<file path="config.mk">
export PLATFORM = sky130hd
export DESIGN_NAME = wb_multi_arbiter
export DESIGN_NICKNAME = d
export VERILOG_FILES = /design/src/rtl/wb_multi_arbiter_pkg.sv /design/src/rtl/wb_multi_arbiter_prio_enc.sv /design/src/rtl/wb_multi_arbiter.sv
export SDC_FILE = /design/constraint.sdc
export NUM_CORES = 1
export LEC_CHECK = 0
export CAP_MARGIN = 25
export CORE_MARGIN = 2
export CORE_UTILIZATION = 39
export CTS_CLUSTER_DIAMETER = 50
export DETAILED_ROUTE_END_ITERATION = 7
export GPL_TIMING_DRIVEN = 1
export PLACE_DENSITY = 0.78
export SYNTH_ARGS = -nofsm -noshare
export SYNTH_HDL_FRONTEND = slang
export SYNTH_SLANG_ARGS = --single-unit
</file>
<file path="constraint.sdc">
create_clock -name clk -period 2 [get_ports clk]
set_input_delay 0.6 -clock clk [delete_from_list [all_inputs] [get_ports clk]]
set_output_delay 0.6 -clock clk [all_outputs]
set_load 0.02 [all_outputs]
</file>
<file path="src/rtl/wb_multi_arbiter_pkg.sv">
// Shared definitions for the multi-channel Wishbone arbiter.
//   arb_state_t  : arbiter FSM states (RMW states used only with WB_RMW_EN)
//   WB_SEL_ALL   : all-ones byte select, sliced to SEL_W by users
//   STOP/NO_STOP : stall request levels
//   RST_ENABLE   : active reset level
package wb_multi_arbiter_pkg;

  typedef enum logic [2:0] {
    ST_IDLE   = 3'd0,
    ST_BUS    = 3'd1,
    ST_DONE   = 3'd2,
    ST_RMW_RD = 3'd3,
    ST_RMW_WR = 3'd4
  } arb_state_t;

  localparam int           MAX_SEL_W  = 64;
  localparam logic [MAX_SEL_W-1:0] WB_SEL_ALL = '1;

  localparam logic STOP       = 1'b1;
  localparam logic NO_STOP    = 1'b0;
  localparam logic RST_ENABLE = 1'b1;

endpackage

</file>
<file path="src/rtl/wb_multi_arbiter_prio_enc.sv">
// Fixed-priority encoder: highest-index asserted request wins.
//   req   : request vector (N bits)
//   idx   : index of the winning request
//   valid : at least one request asserted
module wb_prio_enc
  import wb_multi_arbiter_pkg::*;
#(
  parameter int N     = 2,
  parameter int IDX_W = (N > 1) ? $clog2(N) : 1
) (
  input  logic [N-1:0]     req,
  output logic [IDX_W-1:0] idx,
  output logic             valid
);

  always_comb begin
    idx   = '0;
    valid = 1'b0;
    for (int unsigned i = 0; i < N; i++) begin
      if (req[i]) begin
        idx   = IDX_W'(i);
        valid = 1'b1;
      end
    end
  end

endmodule

</file>
<file path="src/rtl/wb_multi_arbiter.sv">
// Arbitrates NUM_CH requestor channels (0 = IF, NUM_CH-1 = MEM, higher index
// wins) onto one registered Wishbone classic master port.
// Ports:
//   clk, rst              : clock, synchronous active-high reset
//   flush_i               : pipeline flush; cancels an in-flight channel-0 fetch
//   req_ce/we/addr/data/sel_i : packed per-channel requests
//   rsp_data_o, rsp_err_o : per-channel read data / one-cycle error pulse
//   stall_req_o           : per-channel stall request to ctrl
//   wb_*                  : Wishbone classic master
// Optional: define WB_RMW_EN to turn partial-select writes into full-word
// read-modify-write sequences for slaves without byte selects.
module wb_multi_arbiter
  import wb_multi_arbiter_pkg::*;
#(
  parameter int NUM_CH  = 2,
  parameter int ADDR_W  = 32,
  parameter int DATA_W  = 32,
  parameter int SEL_W   = DATA_W / 8,
  parameter int TIMEOUT = 255
) (
  input  logic                       clk,
  input  logic                       rst,
  input  logic                       flush_i,
  input  logic [NUM_CH-1:0]          req_ce_i,
  input  logic [NUM_CH-1:0]          req_we_i,
  input  logic [NUM_CH*ADDR_W-1:0]   req_addr_i,
  input  logic [NUM_CH*DATA_W-1:0]   req_data_i,
  input  logic [NUM_CH*SEL_W-1:0]    req_sel_i,
  output logic [NUM_CH*DATA_W-1:0]   rsp_data_o,
  output logic [NUM_CH-1:0]          rsp_err_o,
  output logic [NUM_CH-1:0]          stall_req_o,
  output logic                       wb_cyc_o,
  output logic                       wb_stb_o,
  output logic                       wb_we_o,
  output logic [ADDR_W-1:0]          wb_adr_o,
  output logic [DATA_W-1:0]          wb_dat_o,
  output logic [SEL_W-1:0]           wb_sel_o,
  input  logic [DATA_W-1:0]          wb_dat_i,
  input  logic                       wb_ack_i,
  input  logic                       wb_err_i
);

  localparam int IDX_W = (NUM_CH > 1) ? $clog2(NUM_CH) : 1;
  localparam int TMO_W = (TIMEOUT > 1) ? $clog2(TIMEOUT + 1) : 1;

  arb_state_t               state_q, state_d;
  logic [IDX_W-1:0]         gnt_q, enc_idx;
  logic                     enc_valid;
  logic [NUM_CH-1:0]        req_mask, done_q;
  logic                     cancel_q, cancel_d;
  logic [TMO_W-1:0]         tmo_q;
  logic                     cyc_q, we_q;
  logic [ADDR_W-1:0]        adr_q;
  logic [DATA_W-1:0]        dat_q, merged;
  logic [SEL_W-1:0]         sel_q;
  logic [NUM_CH*DATA_W-1:0] rsp_data_q;
  logic [NUM_CH-1:0]        rsp_err_q;
  logic                     tmo_hit, bus_err, term, rmw_start;

  // flush blocks a channel-0 grant in the same cycle
  assign req_mask = req_ce_i & ~done_q & ~NUM_CH'(flush_i);

  wb_prio_enc #(.N(NUM_CH), .IDX_W(IDX_W)) u_prio_enc (
    .req   (req_mask),
    .idx   (enc_idx),
    .valid (enc_valid)
  );

  assign tmo_hit  = (TIMEOUT != 0) && (tmo_q == TMO_W'(TIMEOUT - 1));
  assign bus_err  = wb_err_i | tmo_hit;
  assign term     = wb_ack_i | bus_err;
  // a flush arriving in the completion cycle still cancels the response
  assign cancel_d = cancel_q | (flush_i && (gnt_q == '0));

`ifdef WB_RMW_EN
  localparam logic [SEL_W-1:0] SEL_ALL = WB_SEL_ALL[SEL_W-1:0];
  assign rmw_start = req_we_i[enc_idx] && (req_sel_i[enc_idx*SEL_W +: SEL_W] != SEL_ALL);
  assign wb_sel_o  = (state_q == ST_RMW_RD || state_q == ST_RMW_WR) ? SEL_ALL : sel_q;
  assign wb_we_o   = we_q && (state_q != ST_RMW_RD);
`else
  assign rmw_start = 1'b0;
  assign wb_sel_o  = sel_q;
  assign wb_we_o   = we_q;
`endif

  always_comb begin
    merged = wb_dat_i;
    for (int unsigned b = 0; b < SEL_W; b++) begin
      if (sel_q[b]) merged[b*8 +: 8] = dat_q[b*8 +: 8];
    end
  end

  always_comb begin
    state_d = state_q;
    case (state_q)
      ST_IDLE:   if (enc_valid) state_d = rmw_start ? ST_RMW_RD : ST_BUS;
      ST_BUS:    if (term) state_d = ST_DONE;
      ST_RMW_RD: if (bus_err) state_d = ST_DONE;
                 else if (wb_ack_i) state_d = ST_RMW_WR;
      ST_RMW_WR: if (term) state_d = ST_DONE;
      ST_DONE:   state_d = ST_IDLE;
      default:   state_d = ST_IDLE;
    endcase
  end

  always_ff @(posedge clk) begin
    if (rst == RST_ENABLE) begin
      state_q    <= ST_IDLE;
      gnt_q      <= '0;
      done_q     <= '0;
      cancel_q   <= 1'b0;
      tmo_q      <= '0;
      cyc_q      <= 1'b0;
      we_q       <= 1'b0;
      adr_q      <= '0;
      dat_q      <= '0;
      sel_q      <= '0;
      rsp_data_q <= '0;
      rsp_err_q  <= '0;
    end else begin
      state_q   <= state_d;
      rsp_err_q <= '0;
      case (state_q)
        ST_IDLE: begin
          if (enc_valid) begin
            gnt_q <= enc_idx;
            we_q  <= req_we_i[enc_idx];
            adr_q <= req_addr_i[enc_idx*ADDR_W +: ADDR_W];
            dat_q <= req_data_i[enc_idx*DATA_W +: DATA_W];
            sel_q <= req_sel_i[enc_idx*SEL_W +: SEL_W];
            cyc_q <= 1'b1;
            tmo_q <= '0;
          end
        end
        ST_BUS, ST_RMW_RD, ST_RMW_WR: begin
          cancel_q <= cancel_d;
          if (tmo_q != TMO_W'(TIMEOUT)) tmo_q <= tmo_q + 1'b1;
          if (term) begin
            if (state_q == ST_RMW_RD && !bus_err) begin
              // read phase done: keep cyc, restart timeout for the write phase
              dat_q <= merged;
              tmo_q <= '0;
            end else begin
              cyc_q         <= 1'b0;
              done_q[gnt_q] <= 1'b1;
              if (!cancel_d) begin
                if (bus_err) rsp_err_q[gnt_q] <= 1'b1;
                else if (!we_q) rsp_data_q[gnt_q*DATA_W +: DATA_W] <= wb_dat_i;
              end
            end
          end
        end
        ST_DONE: begin
          cancel_q <= 1'b0;
          done_q   <= '0;
        end
        default: ;
      endcase
    end
  end

  always_comb begin
    for (int unsigned i = 0; i < NUM_CH; i++) begin
      stall_req_o[i] = req_ce_i[i] ? STOP : NO_STOP;
      if (state_q == ST_DONE && gnt_q == IDX_W'(i) && !cancel_q) stall_req_o[i] = NO_STOP;
    end
  end

  assign wb_cyc_o   = cyc_q;
  assign wb_stb_o   = cyc_q;
  assign wb_adr_o   = adr_q;
  assign wb_dat_o   = dat_q;
  assign rsp_data_o = rsp_data_q;
  assign rsp_err_o  = rsp_err_q;

endmodule

</file>
==> impl_metrics.toml <==
[status]
outcome = "finished, violations left"
violations = "setup timing"

[timing]
rsz0062_at_grt = "true"
skew_ns = 0.01006
finalHoldViolCount = 0
tightestPinTransition_ns = 0.4780
timing.final.crit_share = 1.050
period_needed_ns = 2.101
max_freq_mhz = 476.0
fin_ws_ns = -0.1008
max_slew_margin = 0.6813
drv_slew = 0
hold-worst-slack_ns = 0.4622
final-setup-viol-count = 2

[final_layout]
nets = 1360
syn2layout_area_growth_pct = 62.27
antenna_cells = 0
final_util = 0.6422
final_cells = 1428
layout-drive-gt1-share = 0.1072

[clock_tree]
clock_sinks = 151
clk_pin_slew_worst_paths_ns = 0.07
cts_buffers = 17
cts_htree_levels = 4
cts_tree = "built"
cts_hold_buf = 0
cts.root.buffer_cell = "clkbuf_16"
worstSkewPairLatency_ns = 0.43
clock_path_buffers = 2

[min_path]
holdCritPathClass = "reg2reg"
whs_path_depth = 2

[critical_path]
worstSetupPathType = "reg2out"
cp_max_fo = 3
startpoint_type = "register"
cp_data_arrival_time_ns = 1.50
rr_worst_depth = 6
crit_path_end_kind = "output pin"
required_ns = 1.40

[routing]
dr.pass1.iters = 6
via_per_inst = 5.258
ant_nets = 0
vias = 7509
wl_per_cell_um = 17.79
wl_um = 25410
drt_drc_violations_left = 0
drt-initial-drc-count = 364

[yosys]
synth-edff-count = 0
netlist.area_leader.share = 0.4097
synth_area_leaders = "dfxtp_1, mux2i_1, nand2b_1, nand2_1, a311oi_1"
yosysMostFrequentCell = "dfxtp_1"
synth_cell_types = 49
yosys_register_bits = 151
async_flop_share = 0
postSynthCellCount = 848
synth_fp_nets = 1027
synth_common_cells = "dfxtp_1, nand2_1, nand2b_1, mux2i_1"
synth_area_leader_cell = "dfxtp_1"
ys_warn_count = 0
yosysSeqAreaShare = 0.4097
synth_ff_type = "dfxtp_1"
syn_area_mm2 = 0.007378
synth.avg_cell_area_um2 = 8.701

[floorplan]
die-width_um = 141.5
ioPinCount = 316
die_area_mm2 = 0.02004
die_h_um = 141.5
fp.coreArea_mm2 = 0.01864
rows = 50
initial_core_util = 0.3958

[pwr]
ir_worst_vdd_v = 0.0005966
p_int_mw = 6.053
switching_share = 0.3007
p_sw_mw = 2.603
p_comb_frac = 0.258
power_frac_clock = 0.356
power_density_mw_per_mm2 = 723.0
leakage_nw = 5.937
p_seq_frac = 0.386

[global_routing]
grt_max_degree = 57
grt_pass1_vias = 7346
antenna_found_initial = 0
grt_usage = 0.2477
grt_overflow = 0
grt_pass1_wl_um = 38830

[flow_run]
max_cap_viol_count = 0

[placement]
placed_cells = 1390
hpwl_um = 18440
io_buffer_count = 315
place_congestion = 0.8718
-- worst paths after layout --
check / from / endpoint / slack [ns]
min reg2reg: done_q[0] / done_q[0] / 0.46
min: done_q[0] / done_q[0] / 0.46
max reg2reg: state_q[0] / rsp_data_o[34] / 0.04
max: state_q[0] / stall_req_o[0] / -0.10
-- per-stage QoR --
step | cell area [µm²] | power, mW | setup TNS [ns] | worst slack, ns
CTS | 11770 | 8.743 | -0.2200 | -0.1218
detailed placement | 11210 | 5.729 | -49.49 | -0.4647
global placement | 11210 | 5.705 | -47.74 | -0.4450
global route | 11970 | 9.024 | -0.2326 | -0.1509
floorplan | 7378 | 4.472 | 0 | 0.0002574
finish | 11970 | 8.656 | -0.1239 | -0.1008
-- flip-flops by register name, summed over array words and instances, names as in the netlist --
signal / cells
wb_cyc_o: 1
rsp_err_o: 2
state_q: 3
gnt_q: 1
wb_dat_o: 32
wb_we_o: 1
wb_adr_o: 32
tmo_q: 8
rsp_data_o: 64
cancel_q: 1
done_q: 2
wb_sel_o: 4
-- routing by layer --
metal	share of wire	vias to the layer above	track usage
met2	0.49	323	0.4308
met5	0	-	0
met3	0.082	47	0.07391
li1	-	3632	-
met1	0.40	3507	0.2850
met4	0.031	0	0.1005
-- cells by family after synthesis --
| group | synth area share |
|---|---|
| multiplexers | 0.1329 |
| AND/OR/NAND/NOR | 0.2476 |
| adder cells (fa/ha/maj) | 0.003391 |
| flip-flops | 0.4097 |
| XOR/XNOR | 0.001187 |
| buffers and inverters | 0.05376 |
| AO/OA/AOI/OAI | 0.1514 |
-- timing repair --
| action | CTS | global route |
|---|---|---|
| pin swaps | 0 | 2 |
| setup buffers | 0 | 3 |
| cloned | 2 | 1 |
| gates resized for setup | 90 | 61 |
| endpoints found under the setup margin | 77 | 110 |
-- area by class of cell --
| class | count | area [µm²] |
|---|---|---|
| repair buffers | 392 | 4055 |
| fillers | 1601 | 6670 |
| flip-flops and latches | 151 | 3025 |
| multi-input cells | 615 | 4018 |
| clock buffers | 19 | 452.9 |
| inverters | 4 | 15.01 |
| clock inverters | 13 | 113.9 |
| well taps | 234 | 292.8 |
-- power groups by stage --
stage | clock, mW | combinational [mW] | sequential, mW
finish | 3.08 | 2.23 | 3.34
detailed placement | 0 | 2.31 | 3.41
global placement | 0 | 2.30 | 3.40
CTS | 3.16 | 2.24 | 3.34
global route | 3.27 | 2.39 | 3.37
floorplan | 0 | 0.817 | 3.66
-- placed cells by master (no fill, tap or decap), types with 8 or more instances in the layout --
cell / n
a21oi_1: 39
a311o_1: 32
a311oi_1: 38
buf_12: 17
buf_4: 57
clkbuf_16: 18
clkdlybuf4s50_1: 183
dfxtp_1: 149
dlygate4sd2_1: 74
dlymetal6s2s_1: 55
mux2i_1: 98
nand2_1: 148
nand2b_1: 133
nand3_1: 8
nor2_1: 46
-- critical path: stages, from the launching register on --
cell,delay [ns]
dfxtp_2,0.32
nand2b_4,0.13
or2_4,0.24
o31a_1,0.25
buf_6,0.13
No activity file was read; power rests on OpenSTA's default activity.
